<file path="src/rtl/gcn_aggregation_fsm_if.sv">
// Bus bundle for gcn_aggregation_fsm.
//   COO edge memory port   : coo_address/coo_read out, coo_in {src,dst} back one cycle later
//   Product memory port    : fm_wm_address/fm_wm_read out, fm_wm_row_in back one cycle later
//   Result stream          : out_valid/out_row/out_data out, out_ready back (valid/ready)
// master = aggregation engine, slave = memories plus downstream consumer.
interface gcn_aggregation_fsm_if #(
  parameter int NUM_OF_NODES = 6,
  parameter int WEIGHT_COLS  = 3,
  parameter int NUM_EDGES    = 8,
  parameter int DATA_WIDTH   = 16,
  parameter int ACC_WIDTH    = DATA_WIDTH + $clog2(NUM_EDGES + NUM_OF_NODES + 1),
  parameter int NODE_WIDTH   = $clog2(NUM_OF_NODES),
  parameter int EDGE_WIDTH   = $clog2(NUM_EDGES)
);
  logic [EDGE_WIDTH-1:0]             coo_address;
  logic                              coo_read;
  logic [2*NODE_WIDTH-1:0]           coo_in;
  logic [NODE_WIDTH-1:0]             fm_wm_address;
  logic                              fm_wm_read;
  logic [WEIGHT_COLS*DATA_WIDTH-1:0] fm_wm_row_in;
  logic                              out_valid;
  logic                              out_ready;
  logic [NODE_WIDTH-1:0]             out_row;
  logic [WEIGHT_COLS*ACC_WIDTH-1:0]  out_data;

  modport master (
    output coo_address, coo_read, fm_wm_address, fm_wm_read, out_valid, out_row, out_data,
    input  coo_in, fm_wm_row_in, out_ready
  );

  modport slave (
    input  coo_address, coo_read, fm_wm_address, fm_wm_read, out_valid, out_row, out_data,
    output coo_in, fm_wm_row_in, out_ready
  );
endinterface

</file>
<file path="src/rtl/gcn_aggregation_fsm.sv">
// gcn_aggregation_fsm: computes OUT = A * FW where A is a COO edge list and FW the
// product memory of the preceding feature x weight stage. Each edge adds row FW[src]
// into accumulator row OUT[dst]; afterwards the NUM_OF_NODES x WEIGHT_COLS result is
// streamed out row by row over a valid/ready handshake.
// Ports:
//   clk          clock, posedge
//   reset        synchronous, active-low
//   start        level start (transformation done)
//   bus          gcn_aggregation_fsm_if.master: COO port, product port, result stream
//   index_error  sticky flag, an edge referenced a node >= NUM_OF_NODES
//   done         run complete, all rows accepted; held until start drops
// Build option: define SELF_LOOP_EN to compute (A+I)*FW (adds one pass over all nodes
// adding FW[n] into OUT[n] before the drain).
module gcn_aggregation_fsm #(
  parameter int NUM_OF_NODES = 6,
  parameter int WEIGHT_COLS  = 3,
  parameter int NUM_EDGES    = 8,
  parameter int DATA_WIDTH   = 16,
  parameter int ACC_WIDTH    = DATA_WIDTH + $clog2(NUM_EDGES + NUM_OF_NODES + 1),
  parameter int NODE_WIDTH   = $clog2(NUM_OF_NODES),
  parameter int EDGE_WIDTH   = $clog2(NUM_EDGES)
) (
  input  logic                       clk,
  input  logic                       reset,
  input  logic                       start,
  gcn_aggregation_fsm_if.master      bus,
  output logic                       index_error,
  output logic                       done
);

  localparam logic [EDGE_WIDTH-1:0] LAST_EDGE = EDGE_WIDTH'(NUM_EDGES - 1);
  localparam logic [NODE_WIDTH-1:0] LAST_NODE = NODE_WIDTH'(NUM_OF_NODES - 1);

  typedef enum logic [2:0] {
    IDLE,
    READ_EDGE,
    READ_ROW,
    ACCUMULATE,
`ifdef SELF_LOOP_EN
    SELF_READ,
    SELF_ACC,
`endif
    DRAIN,
    DONE
  } state_t;

  state_t state, state_nx;

  logic [EDGE_WIDTH-1:0] edge_cnt;
  logic [NODE_WIDTH-1:0] node_cnt;
  logic [NODE_WIDTH-1:0] src_p1, dst_p1;
  logic [ACC_WIDTH-1:0]  acc [NUM_OF_NODES][WEIGHT_COLS];
  logic                  edge_bad;

  // Unsigned accumulate, wraps modulo 2^ACC_WIDTH.
  function automatic logic [ACC_WIDTH-1:0] acc_add(input logic [ACC_WIDTH-1:0] a,
                                                   input logic [DATA_WIDTH-1:0] b);
    return a + ACC_WIDTH'(b);
  endfunction

  function automatic logic [DATA_WIDTH-1:0] fw_col(input logic [WEIGHT_COLS*DATA_WIDTH-1:0] row,
                                                   input int c);
    return row[c*DATA_WIDTH +: DATA_WIDTH];
  endfunction

  assign edge_bad = (32'(src_p1) >= NUM_OF_NODES) || (32'(dst_p1) >= NUM_OF_NODES);

  always_ff @(posedge clk) begin
    if (!reset) state <= IDLE;
    else        state <= state_nx;
  end

  always_comb begin
    state_nx          = state;
    bus.coo_read      = 1'b0;
    bus.coo_address   = '0;
    bus.fm_wm_read    = 1'b0;
    bus.fm_wm_address = '0;
    bus.out_valid     = 1'b0;
    bus.out_row       = '0;
    bus.out_data      = '0;
    done              = 1'b0;
    case (state)
      IDLE: begin
        if (start) state_nx = READ_EDGE;
      end
      READ_EDGE: begin
        bus.coo_read    = 1'b1;
        bus.coo_address = edge_cnt;
        state_nx        = READ_ROW;
      end
      READ_ROW: begin
        // coo_in is valid now; fetch FW[src] straight from it to save a cycle.
        bus.fm_wm_read    = 1'b1;
        bus.fm_wm_address = bus.coo_in[2*NODE_WIDTH-1:NODE_WIDTH];
        state_nx          = ACCUMULATE;
      end
      ACCUMULATE: begin
        if (edge_cnt == LAST_EDGE) begin
`ifdef SELF_LOOP_EN
          state_nx = SELF_READ;
`else
          state_nx = DRAIN;
`endif
        end else begin
          state_nx = READ_EDGE;
        end
      end
`ifdef SELF_LOOP_EN
      SELF_READ: begin
        bus.fm_wm_read    = 1'b1;
        bus.fm_wm_address = node_cnt;
        state_nx          = SELF_ACC;
      end
      SELF_ACC: begin
        if (node_cnt == LAST_NODE) state_nx = DRAIN;
        else                       state_nx = SELF_READ;
      end
`endif
      DRAIN: begin
        bus.out_valid = 1'b1;
        bus.out_row   = node_cnt;
        for (int c = 0; c < WEIGHT_COLS; c++) begin
          bus.out_data[c*ACC_WIDTH +: ACC_WIDTH] = acc[node_cnt][c];
        end
        if (bus.out_ready && node_cnt == LAST_NODE) state_nx = DONE;
      end
      DONE: begin
        done = 1'b1;
        if (!start) state_nx = IDLE;
      end
      default: state_nx = IDLE;
    endcase
  end

  always_ff @(posedge clk) begin
    if (!reset) begin
      edge_cnt    <= '0;
      node_cnt    <= '0;
      src_p1      <= '0;
      dst_p1      <= '0;
      index_error <= 1'b0;
      for (int r = 0; r < NUM_OF_NODES; r++)
        for (int c = 0; c < WEIGHT_COLS; c++) acc[r][c] <= '0;
    end else begin
      case (state)
        IDLE: begin
          if (start) begin
            edge_cnt    <= '0;
            node_cnt    <= '0;
            index_error <= 1'b0;
            for (int r = 0; r < NUM_OF_NODES; r++)
              for (int c = 0; c < WEIGHT_COLS; c++) acc[r][c] <= '0;
          end
        end
        // Stage boundary: edge {src,dst} captured alongside the product row request.
        READ_ROW: begin
          src_p1 <= bus.coo_in[2*NODE_WIDTH-1:NODE_WIDTH];
          dst_p1 <= bus.coo_in[NODE_WIDTH-1:0];
        end
        // Stage boundary: product row arrives, added into OUT[dst].
        ACCUMULATE: begin
          if (edge_bad) begin
            index_error <= 1'b1;
          end else begin
            for (int c = 0; c < WEIGHT_COLS; c++)
              acc[dst_p1][c] <= acc_add(acc[dst_p1][c], fw_col(bus.fm_wm_row_in, c));
          end
          if (edge_cnt == LAST_EDGE) node_cnt <= '0;
          else                       edge_cnt <= edge_cnt + 1'b1;
        end
`ifdef SELF_LOOP_EN
        SELF_ACC: begin
          for (int c = 0; c < WEIGHT_COLS; c++)
            acc[node_cnt][c] <= acc_add(acc[node_cnt][c], fw_col(bus.fm_wm_row_in, c));
          if (node_cnt == LAST_NODE) node_cnt <= '0;
          else                       node_cnt <= node_cnt + 1'b1;
        end
`endif
        DRAIN: begin
          if (bus.out_ready && node_cnt != LAST_NODE) node_cnt <= node_cnt + 1'b1;
        end
        default: ;
      endcase
    end
  end

endmodule

</file>
<file path="src/flat_wrapper.sv">
// flat-port wrapper written by rule: the top's interface ports become plain ports
module gcn_aggregation_fsm_flat 
#(
  parameter int NUM_OF_NODES = 6,
  parameter int WEIGHT_COLS  = 3,
  parameter int NUM_EDGES    = 8,
  parameter int DATA_WIDTH   = 16,
  parameter int ACC_WIDTH    = DATA_WIDTH + $clog2(NUM_EDGES + NUM_OF_NODES + 1),
  parameter int NODE_WIDTH   = $clog2(NUM_OF_NODES),
  parameter int EDGE_WIDTH   = $clog2(NUM_EDGES)
)
  (clk, reset, start, index_error, done, bus_coo_address, bus_coo_read, bus_fm_wm_address, bus_fm_wm_read, bus_out_valid, bus_out_row, bus_out_data, bus_coo_in, bus_fm_wm_row_in, bus_out_ready);
  gcn_aggregation_fsm_if #(.NUM_OF_NODES(NUM_OF_NODES), .WEIGHT_COLS(WEIGHT_COLS), .NUM_EDGES(NUM_EDGES), .DATA_WIDTH(DATA_WIDTH), .ACC_WIDTH(ACC_WIDTH), .NODE_WIDTH(NODE_WIDTH), .EDGE_WIDTH(EDGE_WIDTH)) bus_i ();
  input  logic clk;
  input  logic reset;
  input  logic start;
  output logic index_error;
  output logic done;
  output wire logic [$bits(bus_i.coo_address)-1:0] bus_coo_address;
  output wire logic [$bits(bus_i.coo_read)-1:0] bus_coo_read;
  output wire logic [$bits(bus_i.fm_wm_address)-1:0] bus_fm_wm_address;
  output wire logic [$bits(bus_i.fm_wm_read)-1:0] bus_fm_wm_read;
  output wire logic [$bits(bus_i.out_valid)-1:0] bus_out_valid;
  output wire logic [$bits(bus_i.out_row)-1:0] bus_out_row;
  output wire logic [$bits(bus_i.out_data)-1:0] bus_out_data;
  input wire logic [$bits(bus_i.coo_in)-1:0] bus_coo_in;
  input wire logic [$bits(bus_i.fm_wm_row_in)-1:0] bus_fm_wm_row_in;
  input wire logic [$bits(bus_i.out_ready)-1:0] bus_out_ready;
  assign bus_coo_address = bus_i.coo_address;
  assign bus_coo_read = bus_i.coo_read;
  assign bus_fm_wm_address = bus_i.fm_wm_address;
  assign bus_fm_wm_read = bus_i.fm_wm_read;
  assign bus_out_valid = bus_i.out_valid;
  assign bus_out_row = bus_i.out_row;
  assign bus_out_data = bus_i.out_data;
  assign bus_i.coo_in = bus_coo_in;
  assign bus_i.fm_wm_row_in = bus_fm_wm_row_in;
  assign bus_i.out_ready = bus_out_ready;
  gcn_aggregation_fsm #(.NUM_OF_NODES(NUM_OF_NODES), .WEIGHT_COLS(WEIGHT_COLS), .NUM_EDGES(NUM_EDGES), .DATA_WIDTH(DATA_WIDTH), .ACC_WIDTH(ACC_WIDTH), .NODE_WIDTH(NODE_WIDTH), .EDGE_WIDTH(EDGE_WIDTH)) u_core (.clk(clk), .reset(reset), .start(start), .bus(bus_i), .index_error(index_error), .done(done));
endmodule
</file>
<file path="config.mk">
export PLATFORM = sky130hd
export DESIGN_NAME = gcn_aggregation_fsm_flat
export DESIGN_NICKNAME = d
export VERILOG_FILES = /design/src/rtl/gcn_aggregation_fsm_if.sv /design/src/rtl/gcn_aggregation_fsm.sv /design/src/flat_wrapper.sv
export SDC_FILE = /design/constraint.sdc
export NUM_CORES = 1
export LEC_CHECK = 0
export ABC_AREA = 0
export CAP_MARGIN = 20
export CORE_MARGIN = 3
export CORE_UTILIZATION = 51
export CTS_CLUSTER_DIAMETER = 100
export CTS_CLUSTER_SIZE = 30
export DETAILED_ROUTE_END_ITERATION = 6
export DONT_BUFFER_PORTS = 1
export GPL_ROUTABILITY_DRIVEN = 1
export PLACE_DENSITY = 0.62
export RECOVER_POWER = 50
export SLEW_MARGIN = 10
export SYNTH_ARGS = -nofsm -noshare
export SYNTH_HDL_FRONTEND = slang
export SYNTH_SLANG_ARGS = --single-unit
</file>
<file path="constraint.sdc">
create_clock -name clk -period 7.5 [get_ports clk]
set_input_delay 1.5 -clock clk [delete_from_list [all_inputs] [get_ports clk]]
set_output_delay 1.5 -clock clk [all_outputs]
set_load 0.01 [all_outputs]
</file>
==> reports/qor.csv, run 1 <==
metric,value,unit
outcome,"finished, violations left",
failing checks,"max-capacitance violations, max-slew violations",
largest net degree at the start of global routing,121,
normalized max-slew margin,-2.18,
post-cts hold buffer count,0,
ys flop type,edfxtp_1,
crit path DAT,6310,ps
die area,56500,um2
I/O pin cnt,132,
"worst slack, placed",2680,ps
Mean Syn Cell Area,14.0,um2
Critical Path RT,7680,ps
first-pass GRT wire length,105000,um
Area after DPL,28400,um2
DRC errors left,0,
"Setup violations, final",0,
# rows,84,
clk buf depth,3,
fin crit period,6130,ps
min-delay src,u_core.edge_cnt[1]$_SDFFE_PN0P_,
"most common cell after layout, fill and taps aside",edfxtp_1,
total CTS buffers,22,
Horiz. Die Dim,238,um
Ys Warns,0,
Final Skew,52.1,ps
via count of the routed design,16800,
part of the Yosys area used for sequential elements,0.542,
Mapped Area,27400,um2
met2 usage,0.451,
worst-case hold path end point,u_core.edge_cnt[1]$_SDFFE_PN0P_,
die height,238,um
proportion of layout cells with a drive suffix above 1,0.177,
RSZ-0062 raised after global routing,no,
P_leak,10.4,nW
Pre-antenna DRT Iters,5,
Max VDD drop,0.180,mV
total gr overflow,0,
Hold Path Cell Cnt,2,
reg2reg start,u_core.state[0]$_SDFFE_PN0P_,
fin util,0.548,
Startpoint Class,input port,
Max Slew Vio Count,533,
Initial Utilization,0.518,
Final WS setup,1370,ps
asr flop ratio synth,0,
"Max FO, Critical Path",61,
CTS resizes,0,
fillcell total,4426,
Max Clk Rate,0.163,GHz
measured slew at the worst slew-check pin,4770,ps
# nets final,2116,
Core Box Area,52900,um2
Post-synth EDFFs,480,
Hold WC Path Type,reg2reg,
clock root buffer,clkbuf_16,
most frequent cells in the layout,"edfxtp_1, nor2_1, mux4_2",
max cap viols,12,
routed len/inst,25.9,um
Total Routing Usage GR,0.247,
fin area,29000,um2
DP Cell Count,2667,
DP HPWL,41000,um
crit end category,flip-flop,
met3 Resource Use GR,0.0341,
"Most Used Layer, Global Route",met2,
Avg Vias per Cell,6.21,
Reg2Reg Depth,8,
PD cells,223,nW/um2
Clock Pin Slew Worst Setup and Hold Paths,120,ps
Post-Synthesis Cells,1955,
Multi-input gate area,12100,um2
H-tree depth,1,
Layout Cells excl Fill,2706,
latest clock arrival within the worst-skew pair,600,ps
# Post-CTS Setup Buffers,0,
worst reg2reg path endpoint,u_core.acc[0][21]$_SDFFCE_PN0P_,
Layout area overhead,5.94,%
PortBufs,0,
Final Hold Viols,0,
"FF+latch count, synth",501,
clock sinks,501,
antenna violations before repair,5,
Final ANT Viol Nets,0,
Reg area,14900,um2
met1 Usage GRT,0.312,
final wirelength,70000,um
period utilisation layout,0.817,
CTS tree,yes,
vias in the first global route,17400,
WS Path Type,in2reg,
gpl congestion,0.857,
drt initial violations,1423,
final setup TNS,0,ps
synth unique cells,77,
R2R Setup Slk,1430,ps
[cell type report]
cell class | count | share of cell area
diodes | 4 | 0.000345
clock buffers | 30 | 0.0215
clock inverters | 5 | 0.00268
inverters | 68 | 0.00880
multi-input cells | 1381 | 0.418
flip-flops and latches | 501 | 0.512
well taps | 688 | 0.0297
repair buffers | 29 | 0.00708
[cell usage after synthesis, types with 6 or more instances]
cell type  number  share of area
nor3_1         45         0.0082
and3_1          8         0.0018
inv_1          68         0.0093
xnor2_1        20         0.0064
o21a_1         17         0.0047
buf_2          22         0.0040
a31oi_1         6         0.0014
a21o_1         18         0.0049
dfxtp_1        21          0.015
o211ai_1       11         0.0030
nor2b_1        13         0.0030
buf_1          25         0.0034
ha_1           52          0.024
edfxtp_1      480           0.53
o21ai_0        33         0.0060
a21oi_1        69          0.013
clkbuf_8       10         0.0050
mux2i_1        74          0.027
nand3_1        18         0.0033
nor2_1        410          0.056
nand2b_1        7         0.0016
and2_1         12         0.0027
xor2_1         17         0.0054
clkbuf_1       64         0.0088
mux4_2        235           0.19
o21bai_1        6         0.0016
nand2_1        57         0.0078
mux2_2         48          0.020
a211oi_1        9         0.0025
[power by group]
group	total (mW)	internal, mW	leakage (nW)	switching [mW]
clock	1.52	0.612	0.338	0.909
combinational	1.33	0.512	4.82	0.814
sequential	3.62	3.46	5.25	0.165
total	6.47	4.58	10.4	1.89
[critical path, stage by stage]
cell	delay (ps)
nand4_1	80
or3_2	110
clkbuf_1	3340
nand2_4	510
buf_4	710
[metal layers]
metal / vias to the layer above / part of all wire
met3: 96 / 0.057
met1: 8749 / 0.39
met5: - / 0.00040
li1: 7453 / -
met4: 4 / 0.024
met2: 513 / 0.53
[state kept, by name, summed over array words and instances, names as in the netlist, named ones only]
register,count
u_core.acc,480
u_core.dst_p1,3
u_core.edge_cnt,3
u_core.index_error,1
u_core.node_cnt,3
u_core.src_p1,2
u_core.state,3
[how the worst max path moves through the flow]
stage	from	depth (start not counted)	end
after global placement	flip-flop	10	u_core.acc[0][32]$_SDFFCE_PN0P_
after detailed placement	flip-flop	11	u_core.acc[1][37]$_SDFFCE_PN0P_
final	reset	5	u_core.acc[2][21]$_SDFFCE_PN0P_
after CTS	flip-flop	10	u_core.acc[6][32]$_DFFE_PP_
after floorplan	flip-flop	15	u_core.acc[0][32]$_SDFFCE_PN0P_
after global routing	u_core.state[0]$_SDFFE_PN0P_	8	u_core.acc[0][30]$_SDFFCE_PN0P_
[kinds of logic (layout without fill, tap and decap cells)]
| group | after synthesis | count (layout) | synth area share |
|---|---|---|---|
| and+or+nand+nor | 601 | 601 | 0.0936 |
| DFF | 501 | 501 | 0.542 |
| muxes | 362 | 362 | 0.245 |
| AOI/OAI and AO/OA | 206 | 206 | 0.0494 |
| buffers and inverters | 192 | 132 | 0.0321 |
| adders and majority gates | 55 | 55 | 0.0260 |
| xor gates and xnor gates | 37 | 37 | 0.0118 |
| other | 1 | 124 | 0.000137 |
[metrics by stage]
stage	hold WS, ps	total power, mW
3_5_place_dp	537	5.00
4_1_cts	563	6.50
6_report	562	6.47
2_1_floorplan	477	4.62
5_1_grt	591	6.75
3_3_place_gp	533	4.95
Power figures use the tool's default switching activity.
==> run 2: changes to the inputs <==
clock period = 6 ns   (was 7.5 ns; I/O delays follow)
==> reports/qor.csv, run 2 (synthesis results as in run 1) <==
metric,value,unit,change
die area,56500,um2,unchanged
H-tree depth,1,,unchanged
Max Clk Rate,0.197,GHz,
crit path buf inv count,1,,-1
Hold WC Path Type,reg2reg,,
Final Hold Viols,0,,unchanged
# Post-CTS Setup Buffers,0,,unchanged
Hold Path Cell Cnt,1,,-1
fillcell total,4437,,+0.25%
# nets final,2122,,+0.28%
Total Routing Usage GR,0.249,,+0.00250
PD cells,275,nW/um2,+23%
Critical Path Slowest Stage Cell,nand2_1,,
first-pass GRT wire length,106000,um,+0.70%
Pre-antenna DRT Iters,6,,+1
vias in the first global route,17500,,+0.10%
Max VDD drop,0.245,mV,+36%
die height,238,um,unchanged
via count of the routed design,16700,,-0.55%
final setup TNS,0,ps,unchanged
"most used cell, CP",nand2_1,,
clock sinks,501,,unchanged
clk buf depth,3,,unchanged
total CTS buffers,21,,-4.5%
Clock Pin Slew Worst Setup and Hold Paths,120,ps,about the same
largest net degree at the start of global routing,61,,-50%
switching power,2.33,mW,+23%
latest clock arrival within the worst-skew pair,580,ps,-20 ps
final wirelength,70000,um,about the same
outcome,"finished, violations left",,
crit path DAT,5280,ps,-1030 ps
Initial Utilization,0.518,,unchanged
"CP delay by family, top",simple AND/OR/NAND/NOR gates,,
max FFs per register,480,,unchanged
DP HPWL,42900,um,+4.5%
"Max FO, Critical Path",34,,-44%
Max Slew Vio Count,511,,-4.1%
Startpoint Class,flip-flop,,
Horiz. Die Dim,238,um,unchanged
I/O pin cnt,132,,unchanged
total gr overflow,0,,unchanged
Int Pwr,5.65,mW,+23%
max cap viols,12,,unchanged
CP Cell Sequence,"nand2_1, nor2_1, nand4_1, or3b_1, nand2_1, clkbuf_2",,
Avg Vias per Cell,6.17,,-0.77%
CTS tree,yes,,
Reg2Reg Depth,6,,-2
most frequent cells in the layout,"edfxtp_1, nor2_1, mux4_2",,
Core Box Area,52900,um2,unchanged
CTS resizes,0,,unchanged
failing checks,"max-capacitance violations, max-slew violations",,
drt initial violations,1468,,+3.2%
post-cts hold buffer count,0,,unchanged
antenna violations before repair,2,,-3
measured slew at the worst slew-check pin,4670,ps,-102 ps
"most common cell after layout, fill and taps aside",edfxtp_1,,
period utilisation layout,0.847,,
WS Path Type,reg2reg,,
DRC errors left,0,,unchanged
routed len/inst,25.8,um,-0.15%
Area after DPL,28500,um2,+0.27%
PortBufs,0,,unchanged
# rows,84,,unchanged
clock root buffer,clkbuf_16,,
Critical Path Max Stage Delay,1830,ps,-1510 ps
Final ANT Viol Nets,0,,unchanged
WP depth,6,,+1
Critical Path RT,6200,ps,-1480 ps
RSZ-0062 raised after global routing,no,,
Comb power frac,0.210,,+0.005
proportion of layout cells with a drive suffix above 1,0.179,,+0.00168
Clk network pwr share,0.224,,-0.011
largest register by flop count,u_core.acc,,
share of power burned in registers,0.566,,+0.006
P_leak,10.4,nW,about the same
"Setup violations, final",0,,unchanged
Layout area overhead,5.89,%,about the same
Final Skew,24.0,ps,-28.1 ps
Switching Fraction,0.292,,about the same
fin crit period,5080,ps,
gpl congestion,0.880,,+2.7%
fin area,29000,um2,about the same
normalized max-slew margin,-2.11,,+0.0680
crit end category,flip-flop,,
run 2: power groups by stage:
stage / sequential (mW) / combinational (mW) / clock [mW]
detailed placement: 4.59 / 1.67 / 0
global route: 4.56 / 1.84 / 1.94
global placement: 4.56 / 1.64 / 0
CTS: 4.51 / 1.68 / 1.82
floorplan: 4.50 / 1.28 / 0
finish: 4.52 / 1.67 / 1.79
run 2: stage by stage:
step	hold WS (ps)	util	setup WS (ps)	power (mW)	cells
floorplan	477	-	1690	5.77	2074
global placement	520	0.538	1490	6.20	2674
detailed placement	519	0.538	1390	6.27	2674
CTS	539	0.550	1380	8.01	2711
global route	579	0.548	587	8.34	2712
finish	549	0.548	919	7.98	2712
run 2: layer usage:
metal	part of all wire	up-vias	GRT usage
li1	-	7467	-
met1	0.40	8693	0.325
met2	0.53	487	0.456
met3	0.054	74	0.0312
met4	0.016	2	0.0428
met5	0.00016	-	0
run 2: final cells by class:
class,count,area (um2),area share
sequential,501,14900,0.513
inverter,68,255,0.00881
tap,688,861,0.0297
multi-input combinational,1381,12100,0.418
timing repair buffer,36,284,0.00980
clock inverter,4,45.0,0.00155
antenna,1,2.50,0.0000863
clock buffer,33,571,0.0197
run 2: path summary, 6_finish.rpt:
check	slack, ps	start	endpoint
setup / recovery	920	u_core.state[0]$_SDFFE_PN0P_	u_core.acc[3][22]$_SDFFCE_PN0P_
hold / removal	550	u_core.node_cnt[2]$_SDFFE_PN0P_	flip-flop
setup reg to reg	920	u_core.state[0]$_SDFFE_PN0P_	u_core.acc[3][22]$_SDFFCE_PN0P_
hold reg to reg	550	u_core.node_cnt[2]$_SDFFE_PN0P_	flip-flop
run 2: worst reg2reg max path, delay by kind of cell (launching register included):
kind                   cells  cell delay [ps]
buffers and inverters      1             1050
AND/OR/NAND/NOR            5             3140
flip-flops                 1              500
